**src/rtl/simple_cpu_pkg.sv**
```systemverilog
// Shared constants and state encoding for the simple_processor program feeder.
package simple_cpu_pkg;

  localparam int INSTR_W = 23;
  localparam int DEPTH   = 16;
  localparam int ADDR_W  = 4;
  localparam int TIMEOUT = 255;

  typedef enum logic [1:0] {
    ST_IDLE  = 2'd0,
    ST_ISSUE = 2'd1,
    ST_WAIT  = 2'd2,
    ST_DONE  = 2'd3
  } seq_state_t;

endpackage

```
**src/rtl/program_sequencer_if.sv**
```systemverilog
// Host-load / processor-issue bundle between program_sequencer and its neighbours.
interface program_sequencer_if #(
  parameter int INSTR_W = simple_cpu_pkg::INSTR_W,
  parameter int ADDR_W  = simple_cpu_pkg::ADDR_W
);

  logic               load_valid;
  logic [INSTR_W-1:0] load_data;
  logic               load_ready;
  logic               clear;
  logic               go;
  logic               proc_ack;
  logic [INSTR_W-1:0] program_out;
  logic               proc_start;
  logic               busy;
  logic               done;
  logic               error;
  logic [ADDR_W:0]    count;

  modport master (
    output load_valid, load_data, clear, go, proc_ack,
    input  load_ready, program_out, proc_start, busy, done, error, count
  );

  modport slave (
    input  load_valid, load_data, clear, go, proc_ack,
    output load_ready, program_out, proc_start, busy, done, error, count
  );

endinterface

```
**src/rtl/prog_buffer.sv**
```systemverilog
// Program storage: one synchronous write port, one combinational read port.
module prog_buffer #(
  parameter int INSTR_W = 23,
  parameter int DEPTH   = 16,
  parameter int ADDR_W  = 4
) (
  input  logic               clk,
  input  logic               wr_en,
  input  logic [ADDR_W-1:0]  wr_addr,
  input  logic [INSTR_W-1:0] wr_data,
  input  logic [ADDR_W-1:0]  rd_addr,
  output logic [INSTR_W-1:0] rd_data
);

  logic [INSTR_W-1:0] mem_reg [DEPTH];

  always_ff @(posedge clk) begin
    if (wr_en) begin
      mem_reg[wr_addr] <= wr_data;
    end
  end

  assign rd_data = mem_reg[rd_addr];

endmodule

```
**src/rtl/program_sequencer.sv**
```systemverilog
// Buffers a host-written program and hands it to simple_processor one
// instruction at a time, pacing on the processor's write pulse.
module program_sequencer #(
  parameter int INSTR_W = simple_cpu_pkg::INSTR_W,
  parameter int DEPTH   = simple_cpu_pkg::DEPTH,
  parameter int ADDR_W  = simple_cpu_pkg::ADDR_W,
  parameter int TIMEOUT = simple_cpu_pkg::TIMEOUT
) (
  input  logic                clk,
  input  logic                reset,
  program_sequencer_if.slave  bus
);

  import simple_cpu_pkg::*;

  localparam logic [7:0]      TIMEOUT_C = 8'(TIMEOUT);
  localparam logic [ADDR_W:0] DEPTH_C   = (ADDR_W+1)'(DEPTH);
  localparam logic [ADDR_W:0] ONE_CNT   = (ADDR_W+1)'(1);
  localparam logic [ADDR_W-1:0] ONE_PTR = ADDR_W'(1);

  seq_state_t         state_reg, state_next;
  logic [ADDR_W:0]    count_reg, count_next;
  logic [ADDR_W-1:0]  rd_ptr_reg, rd_ptr_next;
  logic [7:0]         wdog_reg, wdog_next;
  logic               error_reg, error_next;
  logic [INSTR_W-1:0] program_out_reg, program_out_next;

  logic               load_ready;
  logic               wr_en;
  logic               last_word;
  logic               timeout_hit;
  logic [ADDR_W-1:0]  rd_addr;
  logic [INSTR_W-1:0] rd_data;

  assign load_ready  = (state_reg == ST_IDLE) && (count_reg < DEPTH_C) && !bus.clear;
  // go outranks a same-cycle load, so the write is suppressed even when ready
  assign wr_en       = bus.load_valid && load_ready && !bus.go;
  assign last_word   = ({1'b0, rd_ptr_reg} == (count_reg - ONE_CNT));
  assign timeout_hit = ((wdog_reg + 8'd1) == TIMEOUT_C);
  // IDLE fetches entry 0 for the first issue; WAIT prefetches the next entry
  assign rd_addr     = (state_reg == ST_IDLE) ? '0 : (rd_ptr_reg + ONE_PTR);

  prog_buffer #(
    .INSTR_W (INSTR_W),
    .DEPTH   (DEPTH),
    .ADDR_W  (ADDR_W)
  ) u_buf (
    .clk     (clk),
    .wr_en   (wr_en),
    .wr_addr (count_reg[ADDR_W-1:0]),
    .wr_data (bus.load_data),
    .rd_addr (rd_addr),
    .rd_data (rd_data)
  );

  always_ff @(posedge clk or posedge reset) begin
    if (reset) begin
      state_reg       <= ST_IDLE;
      count_reg       <= '0;
      rd_ptr_reg      <= '0;
      wdog_reg        <= '0;
      error_reg       <= 1'b0;
      program_out_reg <= '0;
    end else begin
      state_reg       <= state_next;
      count_reg       <= count_next;
      rd_ptr_reg      <= rd_ptr_next;
      wdog_reg        <= wdog_next;
      error_reg       <= error_next;
      program_out_reg <= program_out_next;
    end
  end

  always_comb begin
    state_next       = state_reg;
    count_next       = count_reg;
    rd_ptr_next      = rd_ptr_reg;
    wdog_next        = wdog_reg;
    error_next       = error_reg;
    program_out_next = program_out_reg;

    case (state_reg)
      ST_IDLE: begin
        if (bus.clear) begin
          count_next = '0;
          error_next = 1'b0;
        end else if (bus.go) begin
          if (count_reg != '0) begin
            rd_ptr_next      = '0;
            program_out_next = rd_data;
            state_next       = ST_ISSUE;
          end else begin
            state_next = ST_DONE;
          end
        end else if (wr_en) begin
          count_next = count_reg + ONE_CNT;
        end
      end

      ST_ISSUE: begin
        wdog_next  = '0;
        state_next = ST_WAIT;
      end

      ST_WAIT: begin
        wdog_next = wdog_reg + 8'd1;
        if (bus.proc_ack) begin
          if (last_word) begin
            state_next = ST_DONE;
          end else begin
            rd_ptr_next      = rd_ptr_reg + ONE_PTR;
            program_out_next = rd_data;
            state_next       = ST_ISSUE;
          end
        end else if (timeout_hit) begin
          error_next = 1'b1;
          state_next = ST_DONE;
        end
      end

      ST_DONE: begin
        state_next = ST_IDLE;
      end

      default: begin
        state_next = ST_IDLE;
      end
    endcase
  end

  assign bus.load_ready  = load_ready;
  assign bus.program_out = program_out_reg;
  // decoded straight from the state register so reset drops it asynchronously
  assign bus.proc_start  = (state_reg == ST_ISSUE);
  assign bus.busy        = (state_reg != ST_IDLE);
  assign bus.done        = (state_reg == ST_DONE);
  assign bus.error       = error_reg;
  assign bus.count       = count_reg;

endmodule

```
**src/flat_wrapper.sv**
```systemverilog
// flat-port wrapper written by rule: the top's interface ports become plain ports
module program_sequencer_flat import simple_cpu_pkg::*;
#(
  parameter int INSTR_W = simple_cpu_pkg::INSTR_W,
  parameter int DEPTH   = simple_cpu_pkg::DEPTH,
  parameter int ADDR_W  = simple_cpu_pkg::ADDR_W,
  parameter int TIMEOUT = simple_cpu_pkg::TIMEOUT
)
  (clk, reset, bus_load_valid, bus_load_data, bus_clear, bus_go, bus_proc_ack, bus_load_ready, bus_program_out, bus_proc_start, bus_busy, bus_done, bus_error, bus_count);
  program_sequencer_if #(.INSTR_W(INSTR_W), .ADDR_W(ADDR_W)) bus_i ();
  input  logic clk;
  input  logic reset;
  input wire logic [$bits(bus_i.load_valid)-1:0] bus_load_valid;
  input wire logic [$bits(bus_i.load_data)-1:0] bus_load_data;
  input wire logic [$bits(bus_i.clear)-1:0] bus_clear;
  input wire logic [$bits(bus_i.go)-1:0] bus_go;
  input wire logic [$bits(bus_i.proc_ack)-1:0] bus_proc_ack;
  output wire logic [$bits(bus_i.load_ready)-1:0] bus_load_ready;
  output wire logic [$bits(bus_i.program_out)-1:0] bus_program_out;
  output wire logic [$bits(bus_i.proc_start)-1:0] bus_proc_start;
  output wire logic [$bits(bus_i.busy)-1:0] bus_busy;
  output wire logic [$bits(bus_i.done)-1:0] bus_done;
  output wire logic [$bits(bus_i.error)-1:0] bus_error;
  output wire logic [$bits(bus_i.count)-1:0] bus_count;
  assign bus_i.load_valid = bus_load_valid;
  assign bus_i.load_data = bus_load_data;
  assign bus_i.clear = bus_clear;
  assign bus_i.go = bus_go;
  assign bus_i.proc_ack = bus_proc_ack;
  assign bus_load_ready = bus_i.load_ready;
  assign bus_program_out = bus_i.program_out;
  assign bus_proc_start = bus_i.proc_start;
  assign bus_busy = bus_i.busy;
  assign bus_done = bus_i.done;
  assign bus_error = bus_i.error;
  assign bus_count = bus_i.count;
  program_sequencer #(.INSTR_W(INSTR_W), .DEPTH(DEPTH), .ADDR_W(ADDR_W), .TIMEOUT(TIMEOUT)) u_core (.clk(clk), .reset(reset), .bus(bus_i));
endmodule
```
**config.mk**
```make
export PLATFORM = sky130hd
export DESIGN_NAME = program_sequencer_flat
export DESIGN_NICKNAME = d
export VERILOG_FILES = /design/src/rtl/simple_cpu_pkg.sv /design/src/rtl/program_sequencer_if.sv /design/src/rtl/prog_buffer.sv /design/src/rtl/program_sequencer.sv /design/src/flat_wrapper.sv
export SDC_FILE = /design/constraint.sdc
export NUM_CORES = 1
export LEC_CHECK = 0
export CAP_MARGIN = 20
export CORE_AREA = 4 4 214 236
export CTS_CLUSTER_DIAMETER = 60
export DETAILED_ROUTE_END_ITERATION = 7
export DIE_AREA = 0 0 218 240
export PLACE_DENSITY = 0.48
export SYNTH_ARGS = -nofsm -noshare
export SYNTH_HDL_FRONTEND = slang
export SYNTH_SLANG_ARGS = --single-unit
```
**constraint.sdc**
```tcl
create_clock -name clk -period 3.2 [get_ports clk]
set_clock_uncertainty 0.15 [all_clocks]
set_input_delay 0.96 -clock clk [delete_from_list [all_inputs] [get_ports clk]]
set_output_delay 0.96 -clock clk [all_outputs]
set_load 0.005 [all_outputs]
```
Word level (Yosys, flattened, before mapping)
Memory sizes are Yosys's and may differ from the RTL's.
Index checks and enable logic that the tools add are counted.
{"block": "word_totals", "regBits": 43, "ramBits": 368, "inputBits": 29, "out_inout_bits": 33, "wordCells": 73, "mem_count": 1}
{"memory": "u_core.u_buf.mem_reg", "words": 16, "word_bits": 23, "rd": 1, "rd_ports_with_merged_regs": 0, "wr": 1, "line": "prog_buffer.sv:15", "text": "logic [INSTR_W-1:0] mem_reg [DEPTH];"}
{"block": "op_classes", "add_sub_neg": 4, "n_lt_le_gt_ge": 1, "eq_ne": 15, "muxes": 30, "reduce_logical": 16}
{"cell": "$mux W23", "n": 5}
{"cell": "$pmux W23 S2", "n": 1}
{"cell": "$mux W4", "n": 6}
{"cell": "$ne A2 B2 Y1 const B", "n": 8}
{"cell": "$pmux W8 S2", "n": 1}
{"cell": "$mux W5", "n": 3}
{"cell": "$mux W2", "n": 6}
{"cell": "$add A8 B1 Y8 const B", "n": 1}
{"cell": "$eq A8 B8 Y1 const B", "n": 1}
{"cell": "$pmux W2 S4", "n": 1}
{"cell": "$pmux W4 S2", "n": 1}
{"cell": "$reduce_bool A2 Y1", "n": 4}
{"cell": "$reduce_and A3 Y1", "n": 2}
{"cell": "$reduce_and A6 Y1", "n": 1}
{"cell": "$add A5 B1 Y5 const B", "n": 1}
{"cell": "$eq A4 B5 Y1", "n": 1}
{"cell": "$lt A5 B5 Y1 const B", "n": 1}
{"cell": "$mux W1", "n": 5}
{"cell": "$reduce_bool A5 Y1", "n": 1}
{"cell": "$sub A5 B1 Y5 const B", "n": 1}
{"cell": "$add A4 B1 Y4 const B", "n": 1}
{"cell": "$eq A2 B2 Y1 const B", "n": 2}
{"cell": "$logic_and A1 B1 Y1", "n": 4}
{"cell": "$reduce_and A4 Y1", "n": 1}
{"cell": "other kinds (6)", "n": 7}

Depth between registers and ports, before layout
{"block": "depth", "depth_word": 8, "ltp_mapped": 12, "ltp_nobuf": 8}

Modules after synthesis
Synthesis repeated with hierarchy kept, for this count alone.
{"block": "unflattened", "cells_unflattened": 794, "area_unflattened_um2": 16186.8}
{"mod": "prog_buffer", "n_inst": 1, "cells_each": 585, "area_per_inst_um2": 13848.3, "seq_area_each_um2": 11050.6}
{"mod": "program_sequencer", "n_inst": 1, "cells_each": 209, "area_per_inst_um2": 2338.5, "seq_area_each_um2": 1076.0}

Worst setup path before layout
Ideal clock, no wire load.
{"block": "synth_timing", "path_kind": "reg2reg", "start": "register u_core.state_reg[0]", "end": "memory u_core.u_buf.mem_reg[3][0], enable pin", "t_arrival_ns": 2.350, "required_ns": 2.668, "slack_ns": 0.319, "stages_incl_launch_ff": 9, "n_path_buf": 2, "synth_period_minus_slack_ns": 2.881, "path_cell_list": "dfrtp_1 > inv_1 > ha_1 > clkbuf_1 > inv_2 > nor3_1 > and3b_1 > clkbuf_1 > and3_1"}
{"block": "synth_via", "elab_chain_len": 7}
{"item": "start, declared", "line": "program_sequencer.sv:21", "text": "seq_state_t state_reg, state_next;"}
{"item": "start signal, assigned", "line": "program_sequencer.sv:65", "text": "state_reg <= state_next;"}
{"item": "$logic_not A2 Y1", "line": "program_sequencer.sv:35", "text": "assign load_ready = (state_reg == ST_IDLE) && (count_reg < DEPTH_C) && !bus.clear;"}
{"item": "$logic_and A1 B1 Y1 (2 in a row)", "line": "program_sequencer.sv:35"}
{"item": "named net bus_load_ready", "line": "flat_wrapper.sv:18", "text": "output wire logic [$bits(bus_i.load_ready)-1:0] bus_load_ready;"}
{"item": "$logic_and A1 B1 Y1 (2 in a row)", "line": "program_sequencer.sv:37", "text": "assign wr_en = bus.load_valid && load_ready && !bus.go;"}
{"item": "$mux W1", "line": "prog_buffer.sv:18", "text": "if (wr_en) begin"}
{"item": "$mux W1 (not written as such)", "line": "prog_buffer.sv:19", "text": "mem_reg[wr_addr] <= wr_data;"}
{"item": "end, declared", "line": "prog_buffer.sv:15"}
The timed path passes the listed nets, and every way through them passes these cells.

Final worst setup path
{"block": "layout_timing", "start": "register u_core.state_reg[0]", "end": "output bus_busy"}
{"block": "layout_via", "elab_chain_len": 1}
{"item": "$reduce_bool A2 Y1", "line": "program_sequencer.sv:135", "text": "assign bus.busy = (state_reg != ST_IDLE);"}
{"item": "end, declared", "line": "flat_wrapper.sv:21", "text": "output wire logic [$bits(bus_i.busy)-1:0] bus_busy;"}
Every way passes these cells.

==> summary.md <==
| Metric | Value |
|---|---|
| First-pass GRT wire length | 64200 microns |
| Share of layout cells above drive strength 1 | 17.8% |
| Row count | 84 |
| Synthesized cell area | 16700 sq um |
| Setup ws final | 0.176 ns |
| Netlist cell types | 57 |
| Tmin final | 3.02 ns |
| Yosys reg bits | 411 |
| Boundary Pins | 62 |
| CP max stage delay | 0.53 ns |
| TritonCTS Buffers | 46 |
| Final wirelength | 42500 microns |
| Leading cell type by number of instances after synthesis | edfxtp_1 |
| Syn nets | 1084 |
| Vias per inst | 5.28 |
| Arrival @ worst endpoint | 1.91 ns |
| Commonest cells in the netlist | edfxtp_1 (368), o22ai_1 (68), nor2_1 (58) |
| Area of the multi-input gates | 4240 sq um |
| Top FF cell, synth | edfxtp_1 |
| Resized Gates After CTS | 2 |
| WP data required | 2.09 ns |
| Worst rel slew slack | 37.7% |
| Clock H-tree levels | 2 |
| # hold bufs at CTS | 0 |
| 1st-iter DRT viols | 709 |
| Std-Cell Core Area | 47900 sq um |
| Slowest cell on the critical path | clkdlybuf4s50_1 |
| Layout fillers | 4408 |
| CTS tree | yes |
| Worst-path clk slew | 0.06 ns |
| Post-synth EDFFs | 368 |
| Synthesis-to-finish area growth | 20.7% |
| Pwr per Cell Area | 801 nW/um^2 |
| Via count | 9622 |
| Largest net degree at the start of global routing | 58 |
| Sequential cell area | 12100 sq um |
| Later-pin clock latency in the skew report | 0.58 ns |
| Tot GR Track Use | 16.4% |
| First-pass DRT Iterations | 5 |
| Unrepaired setup endpoints after global routing | no |
| Critical Path End Type | output pin |
| Seq/Total Area, Yosys | 72.7% |
| Crit Path Max Fanout | 4 |
| N_diodes | 0 |
| Cell taking the most area after synthesis | edfxtp_1 |
| Die area | 52300 sq um |
| # clock sinks | 411 |
| Ys async rst share | 10.5% |
| Grt total ovfl | 0 |
| Starting Density | 34.8% |
| Max reg flops | 368 |
| Final setup violation count | 0 |
| Max Clk Rate | 0.331 GHz |
| Die Width | 218 microns |
| Initial antenna violation count | 2 |
| Vias in the first global route | 9887 |
| Die height | 240 microns |
| Period utilization | 94.5% |
| Fin. max-slew vios | 0 |
| Worst min path class | reg -> reg |
| Top post-synthesis cells by area | edfxtp_1 (66%), dfrtp_1 (6.5%), mux4_2 (3.2%), mux2i_1 (2.8%), o22ai_1 (2.6%) |
| CP Class | reg -> out |
| Final hold vios | 0 |
| Worst slew pin tran | 0.935 ns |
| Final-stage net count | 1181 |
| Worst hold slack | 0.368 ns |
| CP Cell Sequence | inv_1 > ha_1 > inv_2 > clkdlybuf4s50_1 |
| Root buf cell | clkbuf_16 |
| DP Wirelength | 25000 microns |
| Launching element type of the critical path | flip-flop |
| Clock tree buffer depth | 3 |
| Max IR drop VDD | 0.582 mV |
| Status | finished clean |
| Delay-heaviest family, CP | buffers and inverters |
| Post-Syn Instances | 1043 |
| Mapped Avg Cell Area | 16.0 sq um |
| Worst Path Buf+Inv | 3 |
| Post-CTS setup buffer count | 0 |
| Max-Cap Viols | 0 |
| Synth warn | 0 |
| Yosys top cell area share | 66.3% |
| Port Buf Inserts | 61 |
| Pre-CTS setup slack | -0.120 ns |
| Routed WL per cell | 23.3 microns |
| Leak pwr | 6.47 nW |
| Post-DRT Antenna Nets | 0 |
| RD Place Congestion | 0.733 |
| DR DRC count | 0 |
==> layer usage <==
| layer | vias to the layer above | share of wire (%) | global-route usage (%) |
|---|---|---|---|
| met3 | 51 | 4.5 | 2.89 |
| met2 | 229 | 47 | 26.4 |
| met1 | 4945 | 47 | 23.6 |
| met4 | 0 | 1.6 | 3.47 |
| li1 | 4397 | - | - |
| met5 | - | 0 | 0 |
==> worst min-delay path, cell delays in order, from the launching register on <==
cell	delay, ns
dfrtp_1	0.34
nor2_1	0.05
a21oi_1	0.09
==> area by class of cell <==
cell class,instances,area share [%]
sequential,411,60.3
clock buffer,67,6.37
clock inverter,19,0.734
timing repair buffer,121,7.26
inverter,17,0.317
multi-input combinational,543,21.0
tap,645,4.01
==> worst paths after layout <==
check | to | startpoint | slack, ns | cells past startpoint
worst min register to register | u_core.bus.program_out[16] | u_core.bus.program_out[16] | 0.37 | 2
worst min-delay path | u_core.bus.program_out[16] | u_core.bus.program_out[16] | 0.37 | 2
max in group asynchronous | u_core.bus.program_out[2] | reset | 1.74 | 3
min in group asynchronous | u_core.wdog_reg[3] | reset | 0.61 | 2
worst max register to register | u_core.bus.program_out[14] | u_core.state_reg[0] | 0.30 | 8
worst max-delay path | bus_busy | u_core.state_reg[0] | 0.18 | 4
==> through the flow <==
stage          std cells  util (%)  setup TNS, ns  instance area (sq um)  power, W
4_1_cts             1823      42.0              0                  20100    0.0163
6_report            1823      42.0              0                  20100    0.0161
2_1_floorplan       1043         -              0                  16700   0.00940
3_3_place_gp        1737      39.0          -2.20                  18700    0.0113
5_1_grt             1823      42.0              0                  20100    0.0170
3_5_place_dp        1737      39.0          -3.26                  18700    0.0113
==> kinds of logic after synthesis <==
group | synth area share [%]
DFF | 72.7
AOI/OAI and AO/OA | 11.8
and+or+nand+nor | 4.20
muxes | 7.62
buffers and inverters | 2.30
adders and majority gates | 0.900
xor gates and xnor gates | 0.518
==> cells in the final DEF (no fill, tap or decap), drive strengths merged, types with 4 or more instances in the layout <==
cell	Yosys	routed
o221ai	23	23
o31ai	4	4
xor2	5	5
clkinv	0	17
a211oi	21	21
mux4	24	24
edfxtp	368	368
and3	7	7
inv	17	18
nand2	41	41
o22ai	68	68
clkbuf	41	67
o211ai	6	6
nand3	8	8
a221oi	43	43
clkdlybuf4s50	0	60
and3b	4	4
a22oi	6	6
a21oi	30	30
nor2	58	58
mux2	24	24
mux2i	46	46
xnor2	4	4
nor3	4	4
o21ai	56	56
ha	12	12
dfrtp	43	43
and2	14	14
buf	31	60
==> report_power, final <==
part	leakage [nW]	internal, W	switching [W]
registers	3.83	0.00609	0.000178
clock network	0.701	0.00287	0.00212
logic	1.94	0.00204	0.00282
Note: power is estimated with default switching activity, not from simulation.
